[src/rtl/dp_pkg.sv]
// Shared constants and opcode encoding for the execution datapath.
// Imported by exec_datapath and data_mem.
package dp_pkg;

    localparam int DATA_WIDTH = 8;
    localparam int ADDR_BITS  = 5;
    localparam int MEM_DEPTH  = 32;

    typedef enum logic [3:0] {
        OP_ADD   = 4'h0,
        OP_SUB   = 4'h1,
        OP_AND   = 4'h2,
        OP_OR    = 4'h3,
        OP_XOR   = 4'h4,
        OP_NOTA  = 4'h5,
        OP_SHL   = 4'h6,
        OP_SHR   = 4'h7,
        OP_PASSA = 4'h8,
        OP_PASSB = 4'h9,
        OP_NOP   = 4'hF
    } opcode_e;

endpackage

[src/rtl/data_mem.sv]
// 32x8 data memory: async reset to index values, synchronous write,
// registered read that returns the pre-write contents on a same-edge write.
module data_mem
    import dp_pkg::*;
(
    input  logic                  clk,
    input  logic                  rst,
    input  logic                  we,
    input  logic [ADDR_BITS-1:0]  addr,
    input  logic [DATA_WIDTH-1:0] wdata,
    output logic [DATA_WIDTH-1:0] rdata
);

    logic [DATA_WIDTH-1:0] mem [MEM_DEPTH];

    // NOTE: a memory with a reset value cannot map onto a RAM macro; it
    // becomes a bank of resettable flops, which is fine at 32x8.
    always_ff @(posedge clk or negedge rst) begin
        if (!rst) begin
            for (int i = 0; i < MEM_DEPTH; i++) begin
                mem[i] <= DATA_WIDTH'(i);
            end
            rdata <= '0;
        end else begin
            if (we) begin
                mem[addr] <= wdata;
            end
            // NOTE: non-blocking assignment makes this read see the old word
            // even when the write above hits the same address.
            rdata <= mem[addr];
        end
    end

endmodule

[src/rtl/exec_datapath.sv]
// Execution datapath: combinational ALU, pipeline registers, data memory
// and the result-select mux returned to the control unit.
module exec_datapath
    import dp_pkg::*;
(
    input  logic                  clk,
    input  logic                  rst,
    input  logic [DATA_WIDTH-1:0] operand1,
    input  logic [DATA_WIDTH-1:0] operand2,
    input  logic [DATA_WIDTH-1:0] offset,
    input  logic [3:0]            opcode,
    input  logic                  sel1,
    input  logic                  sel3,
    input  logic                  w_r,
    output logic [DATA_WIDTH-1:0] result2,
    output logic                  mem_oob
);

    logic [DATA_WIDTH-1:0] alu_b;
    logic [DATA_WIDTH-1:0] alu_out;
    logic [DATA_WIDTH-1:0] alu_q;
    logic [DATA_WIDTH-1:0] wdata_q;
    logic [DATA_WIDTH-1:0] rd_q;
    logic                  wr_q;

    // NOTE: the default assignment ahead of the case keeps this block
    // latch-free for the unused opcodes 10-15.
    always_comb begin
        alu_b   = sel3 ? offset : operand2;
        alu_out = '0;
        case (opcode)
            OP_ADD:   alu_out = operand1 + alu_b;
            OP_SUB:   alu_out = operand1 - alu_b;
            OP_AND:   alu_out = operand1 & alu_b;
            OP_OR:    alu_out = operand1 | alu_b;
            OP_XOR:   alu_out = operand1 ^ alu_b;
            OP_NOTA:  alu_out = ~operand1;
            OP_SHL:   alu_out = {operand1[DATA_WIDTH-2:0], 1'b0};
            OP_SHR:   alu_out = {1'b0, operand1[DATA_WIDTH-1:1]};
            OP_PASSA: alu_out = operand1;
            OP_PASSB: alu_out = alu_b;
            default:  alu_out = '0;
        endcase
    end

    // The write strobe is delayed one edge so it always pairs with the
    // address that was computed from the same controls.
    always_ff @(posedge clk or negedge rst) begin
        if (!rst) begin
            alu_q   <= '0;
            wr_q    <= 1'b0;
            wdata_q <= '0;
            mem_oob <= 1'b0;
        end else begin
            alu_q   <= alu_out;
            wr_q    <= w_r & ~sel1;
            wdata_q <= operand2;
            mem_oob <= |alu_out[DATA_WIDTH-1:ADDR_BITS];
        end
    end

    data_mem u_data_mem (
        .clk   (clk),
        .rst   (rst),
        .we    (wr_q),
        .addr  (alu_q[ADDR_BITS-1:0]),
        .wdata (wdata_q),
        .rdata (rd_q)
    );

    assign result2 = sel1 ? alu_q : rd_q;

endmodule

[config.mk]
export PLATFORM = sky130hd
export DESIGN_NAME = exec_datapath
export DESIGN_NICKNAME = d
export VERILOG_FILES = /design/src/rtl/dp_pkg.sv /design/src/rtl/data_mem.sv /design/src/rtl/exec_datapath.sv
export SDC_FILE = /design/constraint.sdc
export NUM_CORES = 1
export LEC_CHECK = 0
export ABC_AREA = 1
export BUFFER_PORTS_ARGS = -buffer_cell sky130_fd_sc_hd__buf_2
export CORE_MARGIN = 2
export CORE_UTILIZATION = 50
export CTS_CLUSTER_DIAMETER = 50
export DETAILED_ROUTE_END_ITERATION = 8
export GPL_TIMING_DRIVEN = 1
export PLACE_DENSITY = 0.69
export SLEW_MARGIN = 20
export SYNTH_ARGS = -nofsm -noshare
export SYNTH_HDL_FRONTEND = slang
export SYNTH_SLANG_ARGS = --single-unit
[constraint.sdc]
create_clock -name clk -period 1.6 [get_ports clk]
set_clock_uncertainty 0.15 [all_clocks]
set_input_delay 0.16 -clock clk [delete_from_list [all_inputs] [get_ports clk]]
set_output_delay 0.16 -clock clk [all_outputs]
set_load 0.01 [all_outputs]
After elaboration in Yosys (flattened, before gate mapping)
Index checks and enable logic that the tools add are counted.
Widths: inputs -> output; s select.
{ "totals": {"reg_bits": 282, "latchBits": 0, "ram_bits": 0, "mem_bits_ro": 0, "input_bits": 33, "out_inout_bits": 9, "wordCells": 69, "mem_count": 0} }
{ "classes": {"n_addsub": 2, "n_mul": 0, "div": 0, "order_cmp": 2, "eq_ne": 9, "shifts": 0, "mux": 9, "n_bitwise": 7, "reduce_logical": 3} }
{ "op_table": {"columns": ["op", "n"], "rows": [
  ["$bwmux 256", 1],
  ["$pmux 8 s10", 1],
  ["$bmux 8 s5", 1],
  ["$demux 8 s5", 1],
  ["$mux 8", 5],
  ["$eq 4x3->1 const B", 4],
  ["$add 8x8->8", 1],
  ["$and 8x8->8", 1],
  ["$eq 4x2->1 const B", 2],
  ["$eq 4x4->1 const B", 2],
  ["$not 8->8", 1],
  ["$or 8x8->8", 1],
  ["$sub 8x8->8", 1],
  ["$xor 8x8->8", 1],
  ["$ge 6x6->1 const B", 1],
  ["$lt 6x1->1 const B", 1],
  ["$not 5->6", 1],
  ["$eq 4x1->1 const B", 1],
  ["$logic_not 4->1", 1],
  ["$reduce_or 3->1", 1],
  ["$and 1x1->1", 1],
  ["$logic_and 1x1->1", 1],
  ["$not 1->1", 1]
]} }

Logic depth before layout (Yosys ltp)
Gate-level depths: netlist of run 1.
{ "logic_depth": {"depth_word": 6, "ltp_mapped": 19, "depth_no_buf": 18} }

Cells and area by module
Synthesis of run 1 repeated with hierarchy kept, for this count alone.
{ "hier_totals": {"cells_unflattened": 1946, "hier_area_um2": 14604.0} }
{ "modules_own_cells": {"columns": ["module", "instances", "cells_per_inst", "area_per_inst_um2", "seq_area_each_um2"], "rows": [
  ["data_mem", 1, 1641, 12517.0, 6706.4],
  ["exec_datapath", 1, 305, 2087.0, 450.4]
]} }

Worst setup path after synthesis of run 1
Ideal clock, no wire load.
{ "synth_path": {"path_kind": "input -> register", "startpoint": "input sel3", "endpoint": "register mem_oob", "setup_ps": 127, "arrival_time_ps": 2262, "path_slack_ps": -939, "path_stages": 16, "n_path_buf": 1, "cell_sequence": "buf_2 inv_1 nand2_1 nand2_1 ha_1 inv_1 nor3_1 nor2_1 xor2_1 ha_1 a21oi_1 o21ai_0 a21oi_1 nand3_1 nand3_1 nand3_1"} }
{ "synth_between": {"elab_chain_len": 4} }
{ "synth_lines": {"columns": ["element", "line", "text"], "rows": [
  ["start: declaration", "exec_datapath.sv:13", "input logic sel3,"],
  ["$mux 8 *", "exec_datapath.sv:29", "alu_b = sel3 ? offset : operand2;"],
  ["$sub 8x8->8, or another cell as far along", "exec_datapath.sv:33", "OP_SUB: alu_out = operand1 - alu_b;"],
  ["$pmux 8 s10 *", "exec_datapath.sv:31", "case (opcode)"],
  ["$reduce_or 3->1 *", "exec_datapath.sv:58", "mem_oob <= |alu_out[DATA_WIDTH-1:ADDR_BITS];"],
  ["end signal: assignment", "exec_datapath.sv:58", null],
  ["end: declaration", "exec_datapath.sv:16", "output logic mem_oob"]
]} }
Every way passes the cells marked *; elsewhere a longest branch is shown, timed or not.
A chain may end at the register's enable or synchronous reset.

Worst setup path in the final report of run 1
{ "layout_path": {"startpoint": "register alu_q[1]", "endpoint": "register u_data_mem.rdata[6]"} }
{ "layout_between": {"elab_chain_len": 4} }
{ "layout_lines": {"columns": ["element", "line", "text"], "rows": [
  ["start: declaration", "exec_datapath.sv:21", "logic [DATA_WIDTH-1:0] alu_q;"],
  ["start signal: assignment", "exec_datapath.sv:55", "alu_q <= alu_out;"],
  ["$not 5->6 (not written as such)", "data_mem.sv:30", "rdata <= mem[addr];"],
  ["$bmux 8 s5", "data_mem.sv:30", null],
  ["$mux 8 (not written as such) (2 in a row)", "data_mem.sv:30", null],
  ["end signal: assignment", "data_mem.sv:30", null],
  ["end: declaration", "data_mem.sv:11", "output logic [DATA_WIDTH-1:0] rdata"]
]} }
No other way between the ends. The select of a mux whose other input is x is not followed.

==> results.json, run 1 <==
{
  "power.share.clock_pct": 31.0,
  "yosys-top-cells-area": "dfrtp_1 (39%), dfstp_2 (16%), nand2_1 (11%)",
  "p_leak_uw": 0.00841,
  "use_met1_pct": 38.4,
  "syn_to_final_growth_pct": 43.6,
  "top_level_ports": 42,
  "power_frac_seq_pct": 43.2,
  "track_usage_pct": 28.0,
  "finalHoldViolations": 0,
  "clkLatencyLatePin_ps": 510,
  "instances_no_fill": 2076,
  "dieArea_um2": 27500,
  "failed_checks": "setup timing",
  "pwr-share-comb_pct": 25.8,
  "multiInputGateArea_um2": 6670,
  "finalSetupViolations": 274,
  "grt_first_pass_wirelength_mm": 61.7,
  "syn_avg_cell_area_um2": 8.94,
  "synth_area_um2": 13100,
  "ant_nets": 0,
  "async_reset_ff_share_pct": 100,
  "layout_commonest_cell": "nand2_1",
  "p_sw_share_pct": 31.7,
  "placedCellCount": 1944,
  "grt_overflow": 0,
  "grt_pass1_vias": 11571,
  "intPower_uw": 16400,
  "r2r_cells": 10,
  "ys_types": 39,
  "maxSlewViolCount": 0,
  "max_stage_delay_ps": 480,
  "initial_utilization_pct": 50.6,
  "cp_slowest_cell": "dfrtp_2",
  "path_max_fanout": 11,
  "grt_util_met3_pct": 4.03,
  "ir_drop_v": 0.00101,
  "dp_hpwl_mm": 24.5,
  "dieHeight_um": 166,
  "grt_max_degree": 48,
  "met2_usage_pct": 45.5,
  "drc": 0,
  "p_sw_uw": 7600,
  "die_x_um": 166,
  "port_buffers": 41,
  "cts_tree": "built",
  "layout_common_cells": "nand2_1 (277), dfrtp_1 (197), buf_4 (137)",
  "seq_area_frac_synth_pct": 54.7,
  "synth_warnings": 0,
  "numClockSinks": 282,
  "num_rows": 59,
  "dr.pass1.iters": 6,
  "fin_setup_tns_ps": -46120,
  "antenna_cells": 0,
  "finalCriticalPeriod_ps": 2080,
  "viasPerCell": 5.96,
  "fin_crit_sh_pct": 130,
  "synth_edf_count": 0,
  "start_kind": "flop",
  "cts_buffer_depth": 3,
  "h-tree-depth": 2,
  "wl_mm": 43.8,
  "cp_cell_sequence": "buf_6 > nor2_4 > buf_12 > buf_6 > a22oi_2 > nand2_1 > nand2_2 > nand2_4 > nor3_2 > nand2_2",
  "core_area_um2": 25800,
  "cts-root-buf": "clkbuf_16",
  "fmax_ghz": 0.481,
  "ys_ff_latch": 282,
  "antenna_found_initial": 0,
  "hp-class": "in2async",
  "drtIter0Drc": 1210,
  "cp.required_ps": 1840,
  "p_per_area_nw_per_um2": 1280,
  "synth_ff_type": "dfrtp_1",
  "cts_made_buffers": 34,
  "status": "finished with violations",
  "ff_latch_area_um2": 7160,
  "fillers": 1758,
  "yosysTopAreaCell": "dfrtp_1",
  "clk_pin_slew_ps": 60,
  "vias": 12381,
  "cp_data_arrival_time_ps": 2320,
  "layout.nets": 1775,
  "worstSetupPathType": "reg2reg",
  "drv_cap": 0,
  "top_usage_layer": "met2",
  "synth_cells": 1463,
  "setup_slack_ps": -480,
  "max_slew_margin_pct": 69.1,
  "wl_per_cell_um": 21.1,
  "crit_path_end_kind": "flop",
  "synth.top_cell.area_share_pct": 38.6,
  "drive_gt1_share_pct": 41.8,
  "syn_nets": 1522,
  "worst_pin_slew_ps": 464,
  "rsz0062_at_grt": "yes",
  "gp_congestion": 0.899
}
-- synthesized netlist by cell type, drive strengths merged, types with 7 or more instances --
master  count
ha         25
inv        67
nor3       24
dfstp      80
buf        32
o21ai     235
nand2     405
a22oi     128
nor2       66
clkbuf     56
a21boi      7
o22ai       8
dfrtp     202
nand3      19
a21oi      68
a21o        8
-- per-layer routing --
metal / part of all wire [%] / routed length (um)
met1: 39 / 16900
met2: 49 / 21500
met3: 7.4 / 3230
met4: 4.8 / 2080
met5: 0 / 0
-- power by group through the flow --
| stage | Sequential (uW) | Clock (uW) | Combinational (uW) |
|---|---|---|---|
| after floorplan | 9880 | 0 | 2770 |
| after global placement | 10100 | 0 | 4410 |
| after detailed placement | 10100 | 0 | 4560 |
| after CTS | 10100 | 7500 | 5020 |
| after global routing | 10500 | 7870 | 6750 |
| final | 10400 | 7440 | 6190 |
-- through the flow --
step	hold slack, ps	utilization [%]	setup WS (ps)	power, uW	area, um2
floorplan	-286	-	-600	12600	13200
global placement	-65.6	59.1	-849	14500	15300
detailed placement	-64.0	59.1	-896	14700	15300
CTS	2.67	66.2	-383	22600	17100
global route	31.0	72.7	-531	25100	18800
finish	5.34	72.7	-480	24000	18800
-- final cells by class --
cell class / count / area share [%]
Timing Repair Buffer: 301 / 16.7
Clock inverter: 11 / 0.506
Inverter: 67 / 1.61
Multi-Input combinational cell: 1030 / 35.5
Tap cell: 335 / 2.23
Clock buffer: 50 / 5.23
Sequential cell: 282 / 38.1
-- flip-flops by register name, indices dropped and copies added, names as in the netlist --
register,flops
mem_oob,1
wdata_q,8
alu_q,8
u_data_mem.mem,256
wr_q,1
u_data_mem.rdata,8
-- worst max-delay path: cells and delay by family (launching register included) --
kind	cells	cell delay, ps
AO/OA/AOI/OAI	1	200
flip-flops	1	480
buffers and inverters	3	440
AND/OR/NAND/NOR	6	680
-- path summary, 6_finish.rpt --
check                                         start                   to  slack (ps)
worst max-delay path                       alu_q[1]  u_data_mem.rdata[6]        -480
worst min-delay path                            rst   u_data_mem.mem[56]           5
worst max register to register             alu_q[1]  u_data_mem.rdata[6]        -480
worst min register to register  u_data_mem.mem[105]  u_data_mem.mem[105]         320
max in group asynchronous                       rst   u_data_mem.mem[27]         640
min in group clk                        operand1[7]             alu_q[6]          30
-- logic make-up (layout without fill, tap and decap cells) --
family | count (synthesis) | after routing | synth area share (%)
simple gates | 523 | 527 | 16.1
buf+inv | 155 | 429 | 4.82
mux | 4 | 4 | 0.344
compound gates | 466 | 466 | 21.0
xor+xnor | 7 | 7 | 0.469
flops | 282 | 282 | 54.7
fa+ha+maj | 26 | 26 | 2.54
-- repair_timing --
item                                    CTS  global route
buffers inserted                          3            33
pin swaps                                25            41
hold buffers                             17             0
resized for setup                       162           415
hold endpoints to repair                254             0
endpoints found under the setup margin  275           279
cloned                                    3            17
Power figures use the tool's default switching activity.
==> run 2, diff against run 1 <==
--- a/config.mk
+++ b/config.mk
@@ -5,7 +5,7 @@
 export SDC_FILE = /design/constraint.sdc
 export NUM_CORES = 1
 export LEC_CHECK = 0
-export ABC_AREA = 1
+export ABC_AREA = 0
 export BUFFER_PORTS_ARGS = -buffer_cell sky130_fd_sc_hd__buf_2
 export CORE_MARGIN = 2
 export CORE_UTILIZATION = 50
==> results.json, run 2 <==
{
  "status": "finished with violations",
  "failed_checks": "setup timing",
  "synth_cells": 980,
  "synth.top_cell.area_share_pct": 36.2,
  "multiInputGateArea_um2": 7800,
  "h-tree-depth": 2,
  "yosys-top-cells-area": "dfrtp_1 (36%), mux2_2 (16%), dfstp_2 (15%)",
  "fmax_ghz": 0.463,
  "placedCellCount": 1534,
  "gp_congestion": 0.867,
  "async_reset_ff_share_pct": 100,
  "worst_pin_slew_ps": 795,
  "top_level_ports": 42,
  "timing.rr.start": "alu_q[0]",
  "cts_made_buffers": 36,
  "largest_reg_flops": 256,
  "dieArea_um2": 29300,
  "cts_tree": "built",
  "syn_to_final_growth_pct": 41.8,
  "port_buffers": 41,
  "ff_latch_area_um2": 7170,
  "synth_area_um2": 14000,
  "finalCriticalPeriod_ps": 2160,
  "crit_path_end_kind": "flop",
  "viasPerCell": 5.76,
  "clk_pin_slew_ps": 60,
  "clkLatencyLatePin_ps": 530,
  "setup_slack_ps": -558,
  "dr.pass1.iters": 6,
  "syn_avg_cell_area_um2": 14.2,
  "ys_types": 64,
  "synthMostInstantiatedCell": "mux2_2",
  "grt_pass1_vias": 10158,
  "cts_buffer_depth": 3,
  "initial_utilization_pct": 50.5,
  "wl_mm": 38.6,
  "num_rows": 61,
  "ys_ff_latch": 282,
  "fillers": 1742,
  "die_x_um": 171,
  "fin_crit_sh_pct": 135,
  "yosysTopAreaCell": "dfrtp_1",
  "cp_data_arrival_time_ps": 2390,
  "finalSetupViolations": 280,
  "numClockSinks": 282,
  "vias": 9552,
  "start_kind": "input port",
  "maxSlewViolCount": 0,
  "drv_cap": 0,
  "drtIter0Drc": 612,
  "core_area_um2": 27600,
  "fin_setup_tns_ps": -107780,
  "layout_common_cells": "mux2_4 (216), dfrtp_1 (198), buf_4 (172)",
  "p_leak_uw": 0.00870,
  "p_per_area_nw_per_um2": 1260,
  "synth_warnings": 0,
  "antenna_cells": 0,
  "drc": 0,
  "track_usage_pct": 27.4,
  "seq_area_frac_synth_pct": 51.3,
  "path_max_fanout": 7,
  "drive_gt1_share_pct": 66.7,
  "synthTopCellsByCount": "mux2_2 (204), dfrtp_1 (202), dfstp_2 (80)",
  "cp.required_ps": 1830,
  "instances_no_fill": 1658,
  "hp-class": "in2reg",
  "hold_path_startpoint": "operand1[2]",
  "ir_drop_v": 0.000634,
  "synth_edf_count": 0,
  "layout.nets": 1311,
  "layout_commonest_cell": "mux2_4",
  "regMostFlops": "u_data_mem.mem",
  "antenna_found_initial": 0,
  "grt_first_pass_wirelength_mm": 60.5,
  "worstSetupPathType": "in2reg",
  "cts-root-buf": "clkbuf_16",
  "grt_overflow": 0,
  "dp_hpwl_mm": 24.6,
  "grt_max_degree": 58,
  "wl_per_cell_um": 23.3,
  "dieHeight_um": 171,
  "rsz0062_at_grt": "yes",
  "synth_ff_type": "dfrtp_1",
  "max_slew_margin_pct": 47.0,
  "critical_path.startpoint": "sel3",
  "finalHoldViolations": 0,
  "ant_nets": 0,
  "syn_nets": 1039
}
run 2: cell count changes after synthesis, sizes merged, moves of 10 or more:
cell / change
nand3: -15
a21oi: -52
nor3: -19
inv: -43
mux2i: +10
o21ai: -221
nor2: -19
mux2: +263
nand2: -378
clkbuf: -18
mux4: +64
a22oi: -90
run 2: routing by layer:
layer  share of wire [%]  vias up  track usage, %
met5                   0        -               0
met4                 3.0        0            8.66
met3                 4.9       66            4.83
met2                  48      284            44.5
met1                  44     5011            37.6
li1                    -     4191               -
run 2: worst max-delay path: stages:
cell and delay, ps:
buf_12 130, mux2i_4 200, buf_4 160, inv_1 70
ha_1 160, inv_1 70, fa_2 390, a21o_1 200
a21oi_2 180, or4_1 130, nand4_1 130, nor4b_2 300
o211ai_1 120
run 2: cell families (layout without fill, tap and decap cells):
group           count (synthesis)  in the layout  synth area share [%]
compound gates                104            104                  5.25
xor+xnor                       10             10                 0.628
fa+ha+maj                      26             26                  2.39
buf+inv                        92            392                  2.84
flops                         282            282                  51.3
mux                           341            341                  32.6
simple gates                  125            125                  5.02
run 2: area by class of cell:
| class | count | area share, % |
|---|---|---|
| tap | 378 | 2.39 |
| timing repair buffer | 302 | 15.2 |
| clock inverter | 12 | 0.930 |
| clock buffer | 54 | 5.36 |
| inverter | 24 | 0.468 |
| sequential | 282 | 36.2 |
| multi-input combinational | 606 | 39.4 |
run 2: power by group:
group          total (uW)  switching (uW)  internal, uW
clock                8410            3150          5260
sequential           9910             927          8990
combinational        6550            2500          4050
total               24900            6570         18300
run 2: path summary, 6_finish.rpt:
check | to | slack, ps | cells after the start
max in group asynchronous | u_data_mem.mem[180] | 330 | 3
setup reg to reg | u_data_mem.rdata[1] | -530 | 6
setup / recovery | mem_oob | -560 | 13
hold reg to reg | u_data_mem.mem[220] | 350 | 1
hold / removal | alu_q[2] | 30 | 4
min in group asynchronous | u_data_mem.mem[52] | 130 | 2
run 2: per-stage QoR:
stage	total power [uW]	instance area (um2)	hold WS, ps	util (%)	worst slack, ps
2_1_floorplan	13600	15200	-286	-	-1120
3_3_place_gp	15500	17500	-106	63.2	-1300
3_5_place_dp	15700	17500	-108	63.2	-1410
4_1_cts	24800	19600	3.85	71.0	-524
5_1_grt	25900	19800	39.6	71.6	-687
6_report	24900	19800	28.7	71.6	-558
run 2: repair_timing:
item / 4_1_cts / 5_1_grt
hold buffers: 15 / 0
gates cloned: 3 / 1
hold endpoints to repair: 296 / 0
buffers inserted: 29 / 12
setup endpoints to repair: 280 / 297
pin swaps: 53 / 34
resized for setup: 100 / 18
==> run 3, diff against run 2 <==
--- a/config.mk
+++ b/config.mk
@@ -6,13 +6,16 @@
 export NUM_CORES = 1
 export LEC_CHECK = 0
 export ABC_AREA = 0
+export ABC_CLOCK_PERIOD_IN_PS = 1600
 export BUFFER_PORTS_ARGS = -buffer_cell sky130_fd_sc_hd__buf_2
+export CELL_PAD_IN_SITES_DETAIL_PLACEMENT = 1
+export CELL_PAD_IN_SITES_GLOBAL_PLACEMENT = 2
 export CORE_MARGIN = 2
-export CORE_UTILIZATION = 50
+export CORE_UTILIZATION = 41
 export CTS_CLUSTER_DIAMETER = 50
 export DETAILED_ROUTE_END_ITERATION = 8
 export GPL_TIMING_DRIVEN = 1
-export PLACE_DENSITY = 0.69
+export PLACE_DENSITY_LB_ADDON = 0.1
 export SLEW_MARGIN = 20
 export SYNTH_ARGS = -nofsm -noshare
 export SYNTH_HDL_FRONTEND = slang
==> results.json, run 3 (synthesis gave the netlist of run 2 again) <==
{
  "status": "finished with violations",
  "failed_checks": "setup timing",
  "p_leak_uw": 0.00890,
  "dieHeight_um": 188,
  "path_max_fanout": 8,
  "antenna_found_initial": 0,
  "grt_overflow": 0,
  "setup_slack_ps": -620,
  "regMostFlops": "u_data_mem.mem",
  "rsz0062_at_grt": "yes",
  "ff2ff_setup_slack_ps": -600,
  "fin_hold_ws_ps": 21.9,
  "crit_end": "mem_oob",
  "drive_gt1_share_pct": 68.3,
  "cts_made_buffers": 41,
  "hp-class": "in2reg",
  "core_area_um2": 33500,
  "drc": 0,
  "cp_num_cells": 14,
  "fin_crit_sh_pct": 139,
  "num_rows": 67,
  "layout_commonest_cell": "mux2_4",
  "worstSetupPathType": "in2reg",
  "grt_first_pass_wirelength_mm": 70.0,
  "crit_family": "simple AND/OR/NAND/NOR gates",
  "drv_cap": 0,
  "numClockSinks": 282,
  "cts-root-buf": "clkbuf_16",
  "h-tree-depth": 2,
  "wl_met3_mm": 1.37,
  "top_level_ports": 42,
  "syn_to_final_growth_pct": 45.7,
  "r2r_cells": 5,
  "cp_data_arrival_time_ps": 2470,
  "cts_buffer_depth": 3,
  "vias": 9741,
  "cts_tree": "built",
  "layout.nets": 1342,
  "gp_congestion": 0.836,
  "finalHoldViolations": 0,
  "p_sw_share_pct": 27.4,
  "wl_met1_mm": 20.4,
  "intPower_uw": 18900,
  "track_usage_pct": 26.1,
  "cp_slowest_cell": "mux2_4",
  "finalCriticalPeriod_ps": 2220,
  "initial_utilization_pct": 41.6,
  "ir_drop_v": 0.000766,
  "antenna_cells": 0,
  "power_frac_seq_pct": 38.1,
  "max_slew_margin_pct": 67.5,
  "routed.top_layer": "met4",
  "critical_path.startpoint": "sel3",
  "crit_buf_inv": 2,
  "layout_common_cells": "mux2_4 (217), dfrtp_1 (198), buf_4 (191)",
  "wl_mm": 44.8,
  "maxSlewViolCount": 0,
  "hold_path_startpoint": "operand1[0]",
  "final_area_um2": 20300,
  "dieArea_um2": 35500,
  "viasPerCell": 5.53,
  "p_sw_uw": 7140,
  "grt_max_degree": 65,
  "port_buffers": 41,
  "drtIter0Drc": 451,
  "ant_nets": 0,
  "clkLatencyLatePin_ps": 540,
  "power.total_uw": 26100,
  "die_x_um": 188,
  "cp_cell_sequence": "buf_12 > mux2_4 > inv_4 > ha_4 > nand3_2 > o21ai_2 > xnor2_1 > ha_1 > nand2b_1 > o22a_1 > a2bb2oi_2 > nand4_1 > nor4b_2 > o211ai_1",
  "cp.required_ps": 1850,
  "finalSetupViolations": 278,
  "r2r-end": "u_data_mem.rdata[0]",
  "dp_hpwl_mm": 28.7,
  "largest_reg_flops": 256,
  "placed_cell_area_um2": 17800,
  "max_stage_delay_ps": 320,
  "timing.rr.start": "alu_q[0]",
  "worst_pin_slew_ps": 488,
  "power.share.clock_pct": 35.8,
  "start_kind": "input port",
  "grt_pass1_vias": 11053,
  "wl_per_cell_um": 25.4,
  "wl_met2_mm": 21.9,
  "dr.pass1.iters": 5,
  "clk_pin_slew_ps": 50,
  "p_per_area_nw_per_um2": 1280,
  "pwr-share-comb_pct": 26.1,
  "fmax_ghz": 0.450,
  "holdPathStages": 5,
  "crit_path_end_kind": "flop"
}
run 3: worst reg2reg max path: stages (launching register included):
cell     delay (ps)
dfrtp_4         560
buf_12          200
buf_6           130
mux4_2          540
a22oi_2         340
nand4_1         140
run 3: power by group through the flow:
stage | combinational, uW | clock (uW) | sequential (uW)
after floorplan | 4020 | 0 | 9580
after global placement | 5830 | 0 | 9860
after detailed placement | 5990 | 0 | 9930
after CTS | 6690 | 9490 | 9900
after global routing | 7230 | 9800 | 10100
final | 6820 | 9330 | 9930
run 3: worst min-delay path by stage:
stage	endpoint
final	alu_q[1]
after CTS	alu_q[1]
after detailed placement	u_data_mem.mem[178]
after global placement	u_data_mem.mem[178]
after floorplan	alu_q[0]
after global routing	alu_q[4]
run 3: layout make-up:
| type | instances | area, um2 |
|---|---|---|
| fillers | 3127 | 13200 |
| inverters | 24 | 92.6 |
| well taps | 448 | 561 |
| flip-flops and latches | 282 | 7170 |
| multi-input cells | 606 | 7850 |
| clock inverters | 22 | 280 |
| repair buffers | 328 | 3270 |
| clock buffers | 53 | 1120 |
run 3: per-layer routing:
metal | vias to the layer above | track usage [%]
li1 | 4259 | -
met1 | 5247 | 36.4
met2 | 169 | 43.2
met3 | 66 | 3.39
met4 | 0 | 7.03
met5 | - | 0
run 3: timing repair:
action | CTS | global route
setup buffers | 31 | 7
resized for setup | 102 | 36
endpoints found under the hold margin | 254 | 0
gates cloned | 3 | 0
hold buffers | 17 | 0
endpoints found under the setup margin | 280 | 280
pin swaps | 56 | 26
run 3: metrics by stage:
stage | worst slack (ps) | TNS (ps) | instances | util (%)
after floorplan | -1120 | -43090 | 980 | -
after global placement | -1360 | -121320 | 1635 | 53.0
after detailed placement | -1460 | -124750 | 1635 | 53.0
after CTS | -566 | -119580 | 1759 | 60.2
after global routing | -766 | -141060 | 1763 | 60.6
final | -620 | -128080 | 1763 | 60.6
